<file path="config.mk">
export PLATFORM = sky130hd
export DESIGN_NAME = accum_ctrl
export DESIGN_NICKNAME = d
export VERILOG_FILES = /design/src/rtl/accum_ctrl.sv
export SDC_FILE = /design/constraint.sdc
export NUM_CORES = 1
export LEC_CHECK = 0
export BUFFER_PORTS_ARGS = -buffer_cell sky130_fd_sc_hd__buf_2
export CAP_MARGIN = 20
export CORE_AREA = 4 4 126 128
export DETAILED_ROUTE_END_ITERATION = 12
export DIE_AREA = 0 0 130 132
export GPL_ROUTABILITY_DRIVEN = 1
export GPL_TIMING_DRIVEN = 0
export SYNTH_ARGS = -nofsm -noshare
export SYNTH_HDL_FRONTEND = slang
export SYNTH_SLANG_ARGS = --single-unit
</file>
<file path="constraint.sdc">
create_clock -name clk -period 2.4 [get_ports clk]
set_input_delay 0.12 -clock clk [delete_from_list [all_inputs] [get_ports clk]]
set_output_delay 0.12 -clock clk [all_outputs]
set_load 0.005 [all_outputs]
</file>
<file path="src/rtl/accum_ctrl.sv">
// accum_ctrl: request sequencer for the word-count accumulator array.
//
// In ACCUM it turns a valid/ready stream of hits into accumulator writes and
// stalls one cycle when a hit would read a stale entry from the
// read-modify-write pipeline. On drain_start it waits for in-flight writes to
// land (FLUSH). It then streams every entry out through the result port (DRAIN)
// and returns to ACCUM.
//
// Optional feature (macro ACCUM_CTRL_SKIP_ZERO_EN): in DRAIN, entries whose
// count field acc_q[31:0] is zero are skipped rather than presented.
//
// Ports:
//   clk, reset_n              clock, synchronous active-low reset
//   in_valid/in_ready         hit handshake; in_addr, in_inc, in_tag carry the hit
//   drain_start               one-cycle request to dump the array
//   drain_busy, drain_done    drain status / completion pulse
//   acc_addr, acc_din, acc_we request port to the accumulator
//   acc_q                     accumulator read data, one cycle after acc_addr
//   out_valid/out_ready       result handshake; out_addr, out_data carry the entry
module accum_ctrl #(
  parameter int unsigned ADDR_WIDTH = 14
) (
  input  logic                  clk,
  input  logic                  reset_n,
  input  logic                  in_valid,
  output logic                  in_ready,
  input  logic [ADDR_WIDTH-1:0] in_addr,
  input  logic [31:0]           in_inc,
  input  logic [31:0]           in_tag,
  input  logic                  drain_start,
  output logic                  drain_busy,
  output logic                  drain_done,
  output logic [31:0]           acc_addr,
  output logic [63:0]           acc_din,
  output logic                  acc_we,
  input  logic [63:0]           acc_q,
  output logic                  out_valid,
  input  logic                  out_ready,
  output logic [ADDR_WIDTH-1:0] out_addr,
  output logic [63:0]           out_data
);

  localparam logic [ADDR_WIDTH-1:0] LastIdx = '1;

  typedef enum logic [1:0] {StAccum, StFlush, StDrain} state_e;

  state_e                state_q, state_d;
  logic                  h1_vld_q, h1_vld_d, h2_vld_q, h2_vld_d;
  logic [ADDR_WIDTH-1:0] h1_addr_q, h1_addr_d, h2_addr_q, h2_addr_d;
  logic [1:0]            flush_cnt_q, flush_cnt_d;
  logic [ADDR_WIDTH-1:0] rd_ptr_q, rd_ptr_d;
  logic                  out_valid_q, out_valid_d;
  logic                  drain_done_q, drain_done_d;

  logic                  hazard;
  logic                  fire;
  logic                  present;
  logic                  ready_int;
  logic                  we_int;
  logic [ADDR_WIDTH-1:0] acc_idx;

  // Entry issued two cycles ago would be read before its write lands, unless
  // the previous cycle hit the same entry (the accumulator bypasses that case).
  assign hazard = h2_vld_q && (h2_addr_q == in_addr) && !(h1_vld_q && (h1_addr_q == in_addr));

`ifdef ACCUM_CTRL_SKIP_ZERO_EN
  // Zero-count entries advance the pointer without a handshake.
  assign present = out_valid_q && (acc_q[31:0] != 32'd0);
  assign fire    = out_valid_q && (out_ready || (acc_q[31:0] == 32'd0));
`else
  assign present = out_valid_q;
  assign fire    = out_valid_q && out_ready;
`endif

  always_comb begin
    state_d      = state_q;
    flush_cnt_d  = flush_cnt_q;
    rd_ptr_d     = rd_ptr_q;
    out_valid_d  = 1'b0;
    drain_done_d = 1'b0;
    ready_int    = 1'b0;
    we_int       = 1'b0;
    acc_idx      = '0;

    unique case (state_q)
      StAccum: begin
        ready_int = !hazard;
        we_int    = in_valid && !hazard;
        acc_idx   = in_addr;
        if (drain_start) begin
          state_d     = StFlush;
          flush_cnt_d = 2'd0;
        end
      end
      StFlush: begin
        flush_cnt_d = flush_cnt_q + 2'd1;
        if (flush_cnt_q == 2'd2) begin
          state_d  = StDrain;
          rd_ptr_d = '0;
        end
      end
      StDrain: begin
        // Look one entry ahead on fire so the next word arrives without a bubble.
        acc_idx     = rd_ptr_q + {{(ADDR_WIDTH-1){1'b0}}, fire};
        out_valid_d = 1'b1;
        if (fire) begin
          rd_ptr_d = rd_ptr_q + 1'b1;
          if (rd_ptr_q == LastIdx) begin
            out_valid_d  = 1'b0;
            drain_done_d = 1'b1;
            state_d      = StAccum;
            rd_ptr_d     = '0;
          end
        end
      end
      default: state_d = StAccum;
    endcase

    // History shifts every cycle; only ACCUM can set an issue flag.
    h1_vld_d  = we_int;
    h1_addr_d = in_addr;
    h2_vld_d  = h1_vld_q;
    h2_addr_d = h1_addr_q;
    if (drain_done_d) begin
      h1_vld_d  = 1'b0;
      h1_addr_d = '0;
      h2_vld_d  = 1'b0;
      h2_addr_d = '0;
    end
  end

  always_ff @(posedge clk) begin
    if (!reset_n) begin
      state_q      <= StAccum;
      h1_vld_q     <= 1'b0;
      h1_addr_q    <= '0;
      h2_vld_q     <= 1'b0;
      h2_addr_q    <= '0;
      flush_cnt_q  <= 2'd0;
      rd_ptr_q     <= '0;
      out_valid_q  <= 1'b0;
      drain_done_q <= 1'b0;
    end else begin
      state_q      <= state_d;
      h1_vld_q     <= h1_vld_d;
      h1_addr_q    <= h1_addr_d;
      h2_vld_q     <= h2_vld_d;
      h2_addr_q    <= h2_addr_d;
      flush_cnt_q  <= flush_cnt_d;
      rd_ptr_q     <= rd_ptr_d;
      out_valid_q  <= out_valid_d;
      drain_done_q <= drain_done_d;
    end
  end

  // Outputs are gated by reset_n so an assertion of reset takes effect at once.
  assign in_ready   = reset_n && ready_int;
  assign acc_we     = reset_n && we_int;
  assign acc_addr   = reset_n ? 32'(acc_idx) : 32'd0;
  assign acc_din    = {in_tag, in_inc};
  assign out_valid  = reset_n && present;
  assign out_addr   = rd_ptr_q;
  assign out_data   = acc_q;
  assign drain_done = reset_n && drain_done_q;
  assign drain_busy = reset_n && ((state_q != StAccum) || drain_done_q);

endmodule
</file>
# After elaboration in Yosys (flattened, before gate mapping)
# Index checks and enable logic that the tools add are counted.
# Widths: inputs -> output; s select.
dict set report classes {
  bitwise_logic 1
  n_addsub 3
  n_eq_ne 10
  n_reduce_logical 22
  mux 20
}
# operator count
set ops {}
lappend ops {{$mux 14} 4}
lappend ops {{$pmux 14 s2} 2}
lappend ops {{$eq 14x14->1} 2}
lappend ops {{$add 14x1->14} 1}
lappend ops {{$add 14x1->14 const B} 1}
lappend ops {{$eq 14x14->1 const B} 1}
lappend ops {{$logic_and 1x1->1} 10}
lappend ops {{$mux 2} 5}
lappend ops {{$ne 2x2->1 const B} 4}
lappend ops {{$mux 1} 7}
lappend ops {{$pmux 2 s3} 1}
lappend ops {{$reduce_bool 2->1} 3}
lappend ops {{$eq 2x2->1 const B} 2}
lappend ops {{$pmux 2 s2} 1}
lappend ops {{$reduce_and 2->1} 2}
lappend ops {{$reduce_and 4->1} 1}
lappend ops {{$reduce_and 3->1} 1}
lappend ops {{$add 2x1->2 const B} 1}
lappend ops {{$eq 2x1->1 const B} 1}
lappend ops {{$logic_not 1->1} 2}
lappend ops {{$logic_not 2->1} 1}
lappend ops {{$reduce_or 2->1} 1}
lappend ops {{$logic_or 1x1->1} 1}
lappend ops {{$not 1->1} 1}
dict set report word_totals {
  input_bits 147
  ff_bits 50
  out_inout_bits 179
  wordCells 65
}

# Logic depth before layout (Yosys ltp)
dict set report depth {
  depth_word 8
  mapped_depth 8
  depth_no_buf 8
}

# Worst setup path before layout
# No wires, ideal clock.
dict set report synth_path {
  kind {reg-to-output}
  start {register rd_ptr_q[0], in the netlist out_addr[0]}
  end {output acc_addr[13]}
  slack_ps 534
  path_buffers 0
  path_stages_with_launch 6
  t_arrival_ps 1746
  t_required_ps 2280
  path_cell_list {dfxtp_1 -> ha_1 -> nand3_4 -> nor4_2 -> or3b_1 -> a311oi_1}
}
dict set report synth_between {
  elab_chain_len 3
}
# element line
set synth_lines {}
lappend synth_lines {{from (decl)} 51} ;# logic [ADDR_WIDTH-1:0] rd_ptr_q, rd_ptr_d;
lappend synth_lines {{from (signal assigned)} 150} ;# rd_ptr_q <= rd_ptr_d;
lappend synth_lines {{$add 14x1->14} 104} ;# acc_idx = rd_ptr_q + {{(ADDR_WIDTH-1){1'b0}}, fire};
lappend synth_lines {{$pmux 14 s2} 85} ;# unique case (state_q)
lappend synth_lines {{$mux 14} 159} ;# assign acc_addr = reset_n ? 32'(acc_idx) : 32'd0;
lappend synth_lines {{to (decl)} 33} ;# output logic [31:0] acc_addr,
# No other way between the ends.

# Worst setup path after layout
dict set report layout_path {
  start {register out_valid_q}
  end {output acc_addr[8]}
}
dict set report layout_between {
  elab_chain_len 4
}
# element line
set layout_lines {}
lappend layout_lines {{from (decl)} 52} ;# logic out_valid_q, out_valid_d;
lappend layout_lines {{from (signal assigned)} 151} ;# out_valid_q <= out_valid_d;
lappend layout_lines {{$logic_and 1x1->1} 72} ;# assign fire = out_valid_q && out_ready;
lappend layout_lines {{$add 14x1->14} 104}
lappend layout_lines {{$pmux 14 s2} 85}
lappend layout_lines {{$mux 14} 159}
# No other way between the ends.

==> out/qor.yml <==
outcome:
  status: "finished, final reports clean"
yosys:
  synth.avg_cell_area_sq_um: 8.402
  yosys_warnings: 0
  synth_ff_type: "dfxtp_1"
  synth_area_leader_cell: "buf_4"
  async_reset_ff_frac: 0
  syn_inst: 432
  synth_area_sq_um: 3630
  synth.area.top_cells: "buf_4, dfxtp_1, xnor2_1, and2_1, nor2_1"
  ys_types: 50
  synth_edf_count: 0
  ys_seq_area_frac: 0.2758
  ys_ff_latch: 50
  synth_top_area_share: 0.3082
drt:
  vias: 3332
  post_drt_wl_per_cell_um: 13.14
  routed_wl_mm: 10.85
  postRouteAntennaNets: 0
  drtPass1Iterations: 4
  drc: 0
  drt_iter0_markers: 66
  vias_per_cell: 4.034
layout:
  fillCellCount: 1605
  multiInputGateArea_sq_um: 1538
  regArea_sq_um: 1006
  n_antenna_cell: 0
  final_cell_mix: "buf_2, buf_4, dfxtp_1"
  final_common_cell: "buf_2"
  finalNetCount: 789
  finalNonFillerCells: 826
  drive_gt1_frac: 0.5643
  final_core_util: 0.3381
  syn_to_final_growth_pct: 38.47
global_routing:
  antenna_found_initial: 0
  grt_pass1_wl_mm: 15.46
  grt_start_max_net_pins: 16
  grtUsageTotal: 0.1118
  overflow: 0
  grt_pass1_vias: 3063
placement:
  place_congestion: 0.8288
  port_buffers: 179
  place_inst: 816
  post-dp-hpwl_mm: 9.231
clocking:
  cts_buffer_depth: 2
  clock-sinks: 50
  cts_tree: "built"
  clkTransAtPathRegs_ps: 70
  htree_levels: 2
  cts-buffers-inserted: 5
  cts_hold_buf: 0
  clock_latency_ps: 290
  cts_root_buf: "clkbuf_16"
hold_path:
  min_path_type: "in -> reg"
  min_path_cells: 3
  hp-start: "in_valid"
  hold_end: "h1_vld_q"
setup_path:
  startpoint_type: "flop"
  max_stage_delay_ps: 380
  reg2reg_depth: 7
  crit_path_end_kind: "output port"
  r2r_setup_slack_ps: 130
  worstPathArrival_ps: 2220
  path_cells: "nand2_1 -> inv_1 -> ha_2 -> ha_2 -> nand3_2 -> or3_1 -> a311oi_2 -> buf_2"
  critPathKind: "reg -> out"
  required_ps: 2280
  cp_max_fo: 4
  r2r_end: "h1_addr_q[13]"
  r2r-start: "out_addr[1]"
  crit_slowest_cell: "or3_1"
  cpMostUsedCell: "ha_2"
floorplanning:
  fp.dieW_um: 130
  die_h_um: 132
  start_util: 0.2442
  die-area_sq_um: 17160
  core_sq_um: 14860
  rows: 45
  ioPinCount: 326
sta:
  finalSetupViolCount: 0
  finalHoldViolCount: 0
  setup_tns_ps: 0
  fin_crit_ps: 2341
  finClkSkew_ps: 4.850
  rsz0062_at_grt: "yes"
  timing.fmax_mhz: 427.2
  fin_crit_sh: 0.9753
  maxSlewViolCount: 0
power:
  p_per_area_nw_per_um2: 407.5
  total_leakage_power_nw: 2.478
  power_mw: 2.048
  peakVddDrop_mv: 0.2475
run:
  max_cap_viol_count: 0
layout make-up:
type,instances,area share
Inverter,5,0.003734
Tap cell,188,0.04680
Multi-Input combinational cell,234,0.3059
Clock buffer,5,0.02489
Sequential cell,50,0.2001
Clock inverter,2,0.002987
Buffer,160,0.2328
Timing Repair Buffer,182,0.1827
kinds of logic (layout without fill, tap and decap cells):
family / after synthesis / count (layout) / synth area share
buffers and inverters: 165 / 354 / 0.3268
xor gates and xnor gates: 41 / 41 / 0.09893
DFF: 50 / 50 / 0.2758
adders and majority gates: 4 / 4 / 0.01379
and+or+nand+nor: 120 / 120 / 0.1868
other: 1 / 18 / 0.001033
muxes: 3 / 3 / 0.008273
AOI/OAI and AO/OA: 48 / 48 / 0.08859
metrics by stage:
step / hold slack (ps) / cell area (sq um) / worst slack, ps
floorplan: 237.5 / 3694 / 534.4
finish: 86.84 / 5026 / 59.30
detailed placement: 381.6 / 4825 / 142.9
global route: 98.15 / 5026 / -62.36
CTS: 77.51 / 5001 / 3.861
global placement: 385.0 / 4825 / 83.33
state kept, by name, indices dropped and copies added (netlist names):
signal	flops
state_q	2
out_valid_q	1
drain_done_q	1
out_addr	14
h1_vld_q	1
h2_vld_q	1
flush_cnt_q	2
h1_addr_q	14
h2_addr_q	14
worst max-delay path by stage:
stage,from,endpoint,slack [ps]
3_5_place_dp,out_addr[0],acc_addr[8],140
2_1_floorplan,out_addr[0],acc_addr[13],530
6_report,out_valid_q,acc_addr[8],60
5_1_grt,out_addr[1],h1_addr_q[10],-60
4_1_cts,out_valid_q,acc_addr[13],4
3_3_place_gp,out_addr[0],acc_addr[13],80
cells in the mapped netlist (2+ instances only):
master,n
nand2b_1,3
nor2_1,23
nand4_1,9
o21ai_0,10
ha_1,4
dfxtp_1,50
a21oi_1,15
buf_4,149
mux2i_1,3
a311oi_1,3
buf_2,5
inv_1,4
or3_1,8
and2_1,31
nand2_1,15
a211oi_1,6
nor4_1,2
nor3_1,7
nand3_1,8
xnor2_1,34
xor2_1,7
o31ai_1,2
clkbuf_1,4
or4_1,4
metal layers:
metal  share of wire  vias up  track usage
li1                -     1682            -
met1            0.39     1459       0.1372
met2            0.50      186       0.2017
met3            0.11        5      0.02472
met4          0.0046        0      0.01732
met5               0        -            0
where the power goes:
group | internal, mW | switching (mW) | leakage, nW
combinational | 0.302 | 0.185 | 2.00
clock | 0.381 | 0.311 | 0.0619
sequential | 0.857 | 0.0128 | 0.412
total | 1.54 | 0.508 | 2.48
timing repair:
item,in CTS,in global routing
gates cloned,0,0
endpoints found under the setup margin,2,13
buffers inserted,1,2
gates resized for setup,7,5
pin swaps,3,4
worst max-delay path, delay by kind of cell (launching register included):
family	cells	cell delay (ps)
and+or+nand+nor	3	570
adders and majority gates	2	450
DFF	1	340
AOI/OAI and AO/OA	1	340
buffers and inverters	2	240
Power figures use the tool's default switching activity.
